<file path="src/rtl/ifu_fetch_if.sv">
// ifu_fetch_if: groups the instruction-memory request/response channel, the
// redirect input from the next-PC logic, and the decode-side valid/ready
// output of the fetch unit. "master" is the fetch unit's view, "slave" is the
// view of the surrounding memory/decode/next-PC logic.
interface ifu_fetch_if;
  // instruction memory request/grant/response
  logic        imem_req;
  logic [31:0] imem_addr;
  logic        imem_gnt;
  logic        imem_rvalid;
  logic [31:0] imem_rdata;

  // flush/refetch from the next-PC logic
  logic        redirect;
  logic [31:0] redirect_target;

  // decode-side handshake and immediate feed to the extender
  logic        id_valid;
  logic        id_ready;
  logic [31:0] id_instr;
  logic [31:0] id_pc;
  logic [15:0] id_imm;

  modport master (
    output imem_req,
    output imem_addr,
    input  imem_gnt,
    input  imem_rvalid,
    input  imem_rdata,
    input  redirect,
    input  redirect_target,
    output id_valid,
    input  id_ready,
    output id_instr,
    output id_pc,
    output id_imm
  );

  modport slave (
    input  imem_req,
    input  imem_addr,
    output imem_gnt,
    output imem_rvalid,
    output imem_rdata,
    output redirect,
    output redirect_target,
    input  id_valid,
    output id_ready,
    input  id_instr,
    input  id_pc,
    input  id_imm
  );
endinterface

</file>
<file path="src/rtl/ifu_fetch.sv">
// ifu_fetch: instruction fetch unit for the MIPS datapath.
// Holds the PC, issues one word fetch at a time over a request/grant/response
// memory interface, registers the returned instruction in a single-entry
// output register and hands it to decode with valid/ready. id_imm is the low
// half of the registered instruction and feeds the immediate extender.
// A redirect pulse flushes the output register and any in-flight fetch and
// restarts fetching at the redirect target.
//
// Optional feature, macro IFU_ALIGN_CHECK_EN:
//   defined   - adds output fetch_err; a redirect to a non-word-aligned target
//               sets fetch_err (sticky), keeps the PC and parks the unit in
//               HALT until reset.
//   undefined - no fetch_err port; the low two target bits are ignored.
module ifu_fetch #(
  parameter logic [31:0] RESET_PC = 32'h0000_3000
) (
  input  logic        clk,
  input  logic        reset,
  ifu_fetch_if.master bus
`ifdef IFU_ALIGN_CHECK_EN
  ,
  output logic        fetch_err
`endif
);

  typedef enum logic [1:0] {
    ST_REQ  = 2'd0,
    ST_WAIT = 2'd1,
    ST_HALT = 2'd2
  } state_t;

  state_t      r_state;
  state_t      w_nextState;
  logic        r_discard;
  logic        w_nextDiscard;
  logic [31:0] r_pc;
  logic [31:0] r_fetchAddr;
  logic        r_idValid;
  logic [31:0] r_idInstr;
  logic [31:0] r_idPc;

  logic        w_badTarget;
  logic        w_redirectOk;
  logic        w_req;
  logic        w_accept;
  logic        w_load;
  logic        w_transfer;
  logic [31:0] w_targetWord;

`ifdef IFU_ALIGN_CHECK_EN
  logic        r_fetchErr;

  assign w_badTarget = bus.redirect && (bus.redirect_target[1:0] != 2'b00);
  assign fetch_err   = r_fetchErr;
`else
  logic [1:0]  w_unusedTargetLow;

  assign w_badTarget       = 1'b0;
  assign w_unusedTargetLow = bus.redirect_target[1:0];
`endif

  // a well-formed redirect moves the PC; once halted nothing but reset matters
  assign w_redirectOk = bus.redirect && !w_badTarget && (r_state != ST_HALT);
  assign w_targetWord = {bus.redirect_target[31:2], 2'b00};

  // request only when the output register can take the result; a redirect
  // cycle never requests so the old PC can never be accepted
  assign w_req      = (r_state == ST_REQ) && !bus.redirect && (!r_idValid || bus.id_ready);
  assign w_accept   = w_req && bus.imem_gnt;
  assign w_load     = (r_state == ST_WAIT) && bus.imem_rvalid && !r_discard && !bus.redirect;
  assign w_transfer = r_idValid && bus.id_ready;

  assign bus.imem_req  = reset && w_req;
  assign bus.imem_addr = r_pc;
  assign bus.id_valid  = r_idValid;
  assign bus.id_instr  = r_idInstr;
  assign bus.id_pc     = r_idPc;
  assign bus.id_imm    = r_idInstr[15:0];

  // next-state and discard flag: a redirect during WAIT marks the in-flight
  // response as stale unless that response is arriving in the same cycle
  always_comb begin
    w_nextState   = r_state;
    w_nextDiscard = r_discard;
    case (r_state)
      ST_REQ: begin
        if (w_badTarget) begin
          w_nextState = ST_HALT;
        end else if (w_accept) begin
          w_nextState = ST_WAIT;
        end
      end
      ST_WAIT: begin
        if (w_badTarget) begin
          w_nextState   = ST_HALT;
          w_nextDiscard = 1'b0;
        end else if (bus.redirect) begin
          if (bus.imem_rvalid) begin
            w_nextState   = ST_REQ;
            w_nextDiscard = 1'b0;
          end else begin
            w_nextDiscard = 1'b1;
          end
        end else if (bus.imem_rvalid) begin
          w_nextState   = ST_REQ;
          w_nextDiscard = 1'b0;
        end
      end
      ST_HALT: begin
        w_nextDiscard = 1'b0;
      end
      default: begin
        w_nextState   = ST_REQ;
        w_nextDiscard = 1'b0;
      end
    endcase
  end

  // FSM state and stale-response flag
  always_ff @(posedge clk or negedge reset) begin
    if (!reset) begin
      r_state   <= ST_REQ;
      r_discard <= 1'b0;
    end else begin
      r_state   <= w_nextState;
      r_discard <= w_nextDiscard;
    end
  end

  // PC: redirect wins over the sequential advance; remember each accepted address
  always_ff @(posedge clk or negedge reset) begin
    if (!reset) begin
      r_pc        <= RESET_PC;
      r_fetchAddr <= 32'h0000_0000;
    end else begin
      if (w_redirectOk) begin
        r_pc <= w_targetWord;
      end else if (w_accept) begin
        r_pc <= r_pc + 32'd4;
      end
      if (w_accept) begin
        r_fetchAddr <= r_pc;
      end
    end
  end

  // output register: flush on redirect, load on a live response, drain on transfer
  always_ff @(posedge clk or negedge reset) begin
    if (!reset) begin
      r_idValid <= 1'b0;
      r_idInstr <= 32'h0000_0000;
      r_idPc    <= 32'h0000_0000;
    end else begin
      if (bus.redirect || (r_state == ST_HALT)) begin
        r_idValid <= 1'b0;
      end else if (w_load) begin
        r_idValid <= 1'b1;
        r_idInstr <= bus.imem_rdata;
        r_idPc    <= r_fetchAddr;
      end else if (w_transfer) begin
        r_idValid <= 1'b0;
      end
    end
  end

`ifdef IFU_ALIGN_CHECK_EN
  // sticky alignment error, cleared only by reset
  always_ff @(posedge clk or negedge reset) begin
    if (!reset) begin
      r_fetchErr <= 1'b0;
    end else if (w_badTarget) begin
      r_fetchErr <= 1'b1;
    end
  end
`endif

endmodule

</file>
<file path="src/flat_wrapper.sv">
// flat-port wrapper written by rule: the top's interface ports become plain ports
module ifu_fetch_flat 
#(
  parameter logic [31:0] RESET_PC = 32'h0000_3000
)
  (clk, reset, bus_imem_req, bus_imem_addr, bus_imem_gnt, bus_imem_rvalid, bus_imem_rdata, bus_redirect, bus_redirect_target, bus_id_valid, bus_id_ready, bus_id_instr, bus_id_pc, bus_id_imm);
  ifu_fetch_if bus_i ();
  input  logic clk;
  input  logic reset;
  output wire logic [$bits(bus_i.imem_req)-1:0] bus_imem_req;
  output wire logic [$bits(bus_i.imem_addr)-1:0] bus_imem_addr;
  input wire logic [$bits(bus_i.imem_gnt)-1:0] bus_imem_gnt;
  input wire logic [$bits(bus_i.imem_rvalid)-1:0] bus_imem_rvalid;
  input wire logic [$bits(bus_i.imem_rdata)-1:0] bus_imem_rdata;
  input wire logic [$bits(bus_i.redirect)-1:0] bus_redirect;
  input wire logic [$bits(bus_i.redirect_target)-1:0] bus_redirect_target;
  output wire logic [$bits(bus_i.id_valid)-1:0] bus_id_valid;
  input wire logic [$bits(bus_i.id_ready)-1:0] bus_id_ready;
  output wire logic [$bits(bus_i.id_instr)-1:0] bus_id_instr;
  output wire logic [$bits(bus_i.id_pc)-1:0] bus_id_pc;
  output wire logic [$bits(bus_i.id_imm)-1:0] bus_id_imm;
  assign bus_imem_req = bus_i.imem_req;
  assign bus_imem_addr = bus_i.imem_addr;
  assign bus_i.imem_gnt = bus_imem_gnt;
  assign bus_i.imem_rvalid = bus_imem_rvalid;
  assign bus_i.imem_rdata = bus_imem_rdata;
  assign bus_i.redirect = bus_redirect;
  assign bus_i.redirect_target = bus_redirect_target;
  assign bus_id_valid = bus_i.id_valid;
  assign bus_i.id_ready = bus_id_ready;
  assign bus_id_instr = bus_i.id_instr;
  assign bus_id_pc = bus_i.id_pc;
  assign bus_id_imm = bus_i.id_imm;
  ifu_fetch #(.RESET_PC(RESET_PC)) u_core (.clk(clk), .reset(reset), .bus(bus_i));
endmodule
</file>
<file path="config.mk">
export PLATFORM = sky130hd
export DESIGN_NAME = ifu_fetch_flat
export DESIGN_NICKNAME = d
export VERILOG_FILES = /design/src/rtl/ifu_fetch_if.sv /design/src/rtl/ifu_fetch.sv /design/src/flat_wrapper.sv
export SDC_FILE = /design/constraint.sdc
export NUM_CORES = 1
export LEC_CHECK = 0
export ABC_AREA = 1
export CORE_MARGIN = 3
export CORE_UTILIZATION = 35
export DETAILED_ROUTE_END_ITERATION = 10
export PLACE_DENSITY = 0.66
export SYNTH_ARGS = -nofsm -noshare
export SYNTH_HDL_FRONTEND = slang
export SYNTH_SLANG_ARGS = --single-unit
</file>
<file path="constraint.sdc">
create_clock -name clk -period 2.77 [get_ports clk]
set_input_delay 0.277 -clock clk [delete_from_list [all_inputs] [get_ports clk]]
set_output_delay 0.277 -clock clk [all_outputs]
set_load 0.005 [all_outputs]
</file>
Yosys cells after proc, flatten, opt, wreduce, memory -nomap -nowiden --
Cells that the tools add are included.
Cells by class: mux-type cells 12, bitwise logic cells 3, equal/unequal tests 6, $add $sub $neg 1, reduce and logical (&&, ||, !) cells 20
Operators by type and width (number):
- 32-bit two-way mux | 2
- 32-bit by 3-bit adder with 32-bit output, second input constant | 1
- 1-bit logical AND | 9
- 1-bit two-way mux | 6
- 2-bit one-hot mux with 3 select lines | 1
- 2-bit two-way mux | 2
- 2-bit != test, second input constant | 2
- 2-bit AND reduction | 2
- 1-bit logical NOT | 3
- 3-bit != test, second input constant | 1
- 1-bit NOT | 3
- 3-bit AND reduction | 1
- 3-bit nonzero test | 1
- 2-bit by 1-bit equality test with 1-bit output, second input constant | 1
- 2-bit equality test, second input constant | 1
- 2-bit logical NOT | 1
- 1-bit logical OR | 2
- 2-bit by 1-bit != test with 1-bit output, second input constant | 1
- 1-bit one-hot mux with 2 select lines | 1
- 2-bit nonzero test | 1
Storage, ports and cells: input port bits 70, output and inout bits 114, word-level logic and storage cells 49, register bits 132

Depth between registers and ports, before layout --
depth in word-level cells 6, depth in mapped cells 9, depth with buffers taken out 8

Worst setup path after synthesis --
Ideal clock, no wire load.
path type register -> register, from register u_core.r_pc[3], in the netlist u_core.bus.imem_addr[3], to register u_core.r_pc[14], in the netlist u_core.bus.imem_addr[14], arrival 1.257 ns, path buffers 0, setup slack 1.395 ns, required time 2.653 ns, library setup time 0.117 ns, period minus slack after synthesis 1.375 ns, stages on the path, launching flop included 9, cell sequence dfrtp_1 > ha_1 > nand2_1 > nor2_2 > nand2_1 > nor2_1 > nand2_1 > nand3_1 > nand2_1
On the way: longest elaborated chain between the ends 3
RTL lines:
- from (decl) | RTL line ifu_fetch.sv:36 | logic [31:0] r_pc;
- from (signal assigned) | RTL line ifu_fetch.sv:137 | r_pc <= w_targetWord;
- from (signal assigned) | RTL line ifu_fetch.sv:139 | r_pc <= r_pc + 32'd4;
- 32-bit by 3-bit adder with 32-bit output | RTL line ifu_fetch.sv:139
- 32-bit two-way mux | RTL line ifu_fetch.sv:138 | end else if (w_accept) begin
- 32-bit two-way mux | RTL line ifu_fetch.sv:136 | if (w_redirectOk) begin
No other way between the ends. The select of a mux whose other input is x is not followed. A chain may end at the register's enable or synchronous reset.

Worst setup path after layout --
from input port bus_redirect, to output port bus_imem_req
On the way: longest elaborated chain between the ends 4
RTL lines:
- from (decl) | RTL line flat_wrapper.sv:15 | input wire logic [$bits(bus_i.redirect)-1:0] bus_redirect;
- 1-bit logical NOT | RTL line ifu_fetch.sv:68 | assign w_req = (r_state == ST_REQ) && !bus.redirect && (!r_idValid || bus.id_ready);
- 1-bit logical AND (2 in series) | RTL line ifu_fetch.sv:68
- 1-bit logical AND | RTL line ifu_fetch.sv:73 | assign bus.imem_req = reset && w_req;
- to (decl) | RTL line flat_wrapper.sv:10 | output wire logic [$bits(bus_i.imem_req)-1:0] bus_imem_req;
No other way between the ends.

==> metrics.cfg <==
[setup_path]
cp_common_cell = clkdlybuf4s50_1
cp_num_buf_inv = 2
cp.arrival_ns = 1.71
critical_path.top_delay_family = buffers and inverters
cp_data_required_time_ns = 2.49
slowest_stage = clkdlybuf4s50_1
slowest_delay_ns = 0.55
worst-path-stages = 4
worstPathMaxFanout = 4
worstSetupEndpointType = primary output
critPathKind = in -> out
r2r_cells = 6
critPathLaunchType = primary input
worstPathCellList = clkdlybuf4s50_1 -> nor2_4 -> and3_1 -> clkdlybuf4s50_1

[routing]
drt_iter0_drc = 245
drcViolationCount = 0
routed_via_density = 4.59
first_pass_iters = 4
vias = 5012
antenna_left = 0
wl_per_cell_um = 15.0
wirelength_um = 16400

[placed_design]
gp_congestion = 0.898
io_buffers = 177
place_ws_ns = 0.439
dp_hpwl_um = 12000

[sta]
maxSlewViolCount = 0
period_minus_slack_ns = 1.99
fin_crit_sh_pct = 71.9
max_freq_ghz = 0.502
relSlewSlack_pct = 46.2
timing.clock.skew_ns = 0.00674
hold_violations = 0
tns_ns = 0
rsz0062_at_grt = false
timing.final.ws_setup_ns = 0.779
max_slew.worst_pin.slew_ns = 0.807
setup_viol = 0

[yosys]
synth.distinct_cells = 30
synthAdderAreaFrac_pct = 0.205
async_flop_share_pct = 100
synth-simple-area-share_pct = 23.3
synth_area_per_cell_um2 = 8.77
synthCells = 696
ys_ff_latch = 125
yosysWarnings = 0
synth_xor_area_share_pct = 0.144
synth_edf_count = 0
synthMuxAreaShare_pct = 8.55
synth_compound_area_share_pct = 5.92
synthesis.area_um2 = 6100
synth_top_family_by_area = simple AND/OR/NAND/NOR gates
yosysSeqAreaShare_pct = 51.3
ys.flop_type = dfrtp_1

[floorplanning]
row_count = 47
start_util_pct = 36.3
io_pins = 184
design.core.area_um2 = 16800
die_area_um2 = 19100
die_y_um = 138
die_x_um = 138

[pwr]
p_leak_nw = 3.92
power_density_nw_per_um2 = 940
peakVddDrop_uv = 436
power_mw = 8.01

[grt]
grt_max_degree = 64
antenna_found_initial = 0
first_global_vias = 5016
grt-ovfl-total = 0
grt_pass1_wl_um = 27100
grt_use_total_pct = 17.7

[flow_run]
maxCapViolCount = 0

[cells_and_area]
area_growth_pct = 39.7
diodes = 0
multi_input_area_um2 = 2350
fillCellCount = 1618
final_nets = 931
drive_gt1_share_pct = 12.6
seqCellArea_um2 = 3130

[outcome]
outcome = finished clean

[cts]
tritoncts = built
post_cts_buffers = 0
numCtsBuffers = 17
cts.path.max_buffers = 2
clk_pin_slew_worst_paths_ns = 0.05
htreeDepth = 4
cts_sinks = 125
cts-root-buf = clkbuf_16
worstSkewPairLatency_ns = 0.42
ctsHoldBuffers = 0
postCtsResizedCells = 0

[hold_path]
hold_class = in -> async

-- flip-flops by register name, summed over array words and instances, names as in the netlist --
signal,count
u_core.bus.id_instr,32
u_core.r_discard,1
u_core.r_fetchAddr,30
u_core.bus.imem_addr,30
u_core.bus.id_valid,1
u_core.bus.id_pc,30
u_core.r_state,1
-- worst paths after layout --
path                                                        end  slack [ns]                              from
setup / recovery                                   bus_imem_req        0.78                      bus_redirect
hold / removal              u_core.bus.id_instr[16]$_DFFE_PN0P_        0.04                             reset
setup reg to reg            u_core.bus.imem_addr[5]$_DFFE_PN0P_        0.94     u_core.r_state[0]$_DFFE_PN0P_
hold reg to reg                u_core.bus.id_pc[22]$_DFFE_PN0P_        0.48  u_core.bus.id_pc[22]$_DFFE_PN0P_
max in group asynchronous  u_core.bus.imem_addr[16]$_DFFE_PN0P_        2.18                             reset
min in group clk            u_core.bus.imem_addr[4]$_DFFE_PN0P_        0.44            bus_redirect_target[4]
-- where the power goes --
| part | total [mW] | internal [mW] | switching (mW) |
|---|---|---|---|
| combinational | 2.75 | 1.70 | 1.05 |
| clock | 2.21 | 1.38 | 0.836 |
| sequential | 3.05 | 2.57 | 0.482 |
| total | 8.01 | 5.65 | 2.37 |
-- metal layers --
metal	up-vias	global-route usage (%)	routed length [um]
met5	-	0	0
met4	0	5.46	262
met3	19	5.73	1140
met2	179	27.2	7340
met1	2294	23.8	7610
li1	2520	-	-
-- cells by family after synthesis --
kind of cell | count (synthesis)
buf+inv | 126
xor+xnor | 1
fa+ha+maj | 1
flops | 125
other cells | 1
compound gates | 71
mux | 45
simple gates | 326
-- through the flow --
stage / util [%] / hold WS [ns] / cells / area [um2]
3_5_place_dp: 47.2 / 0.472 / 1061 / 7930
4_1_cts: 50.7 / 0.0875 / 1093 / 8530
2_1_floorplan: - / -0.0186 / 699 / 6110
3_3_place_gp: 47.2 / 0.464 / 1061 / 7930
6_report: 50.7 / 0.0441 / 1093 / 8530
5_1_grt: 50.7 / 0.110 / 1093 / 8530
-- cell type report --
| type | count | share of cell area [%] |
|---|---|---|
| flip-flops and latches | 125 | 36.7 |
| clock buffers | 20 | 5.36 |
| clock inverters | 12 | 1.63 |
| inverters | 81 | 3.57 |
| multi-input cells | 448 | 27.6 |
| well taps | 220 | 3.23 |
| repair buffers | 187 | 21.9 |
-- placed cells by master, fill, tap and decap left out, types with 4 or more instances in the layout --
| cell type | Yosys | final |
|---|---|---|
| dfrtp_1 | 123 | 123 |
| nor2_4 | 9 | 9 |
| clkdlybuf4s50_1 | 0 | 176 |
| nor2_1 | 54 | 54 |
| clkinv_4 | 0 | 4 |
| conb_1 | 1 | 4 |
| nand2_1 | 188 | 188 |
| mux2_2 | 41 | 41 |
| nor2_2 | 7 | 7 |
| o21ai_0 | 54 | 54 |
| mux2_4 | 4 | 4 |
| a21oi_1 | 14 | 14 |
| nand3_1 | 59 | 59 |
| buf_4 | 22 | 9 |
| nand3b_1 | 4 | 4 |
| inv_1 | 79 | 79 |
| clkbuf_16 | 0 | 17 |
| clkinvlp_4 | 0 | 4 |
-- cell usage after synthesis, types with 2 or more instances --
cell      number  share of area (%)
nor2_4         9                1.7
inv_2          2               0.12
dfstp_2        2               0.86
buf_6          9                1.7
dfrtp_1      123                 50
nand3_1       59                4.8
nor2_2         7               0.72
buf_4         22                2.7
inv_1         79                4.9
mux2_4         4               0.98
a21oi_1       14                1.1
buf_2          4               0.33
nor2_1        54                3.3
clkbuf_1       8               0.49
o21ai_0       54                4.4
o211ai_1       2               0.25
mux2_2        41                7.6
nand3b_1       4               0.49
nand2_1      188                 12
Note: power is estimated with default switching activity, not from simulation.
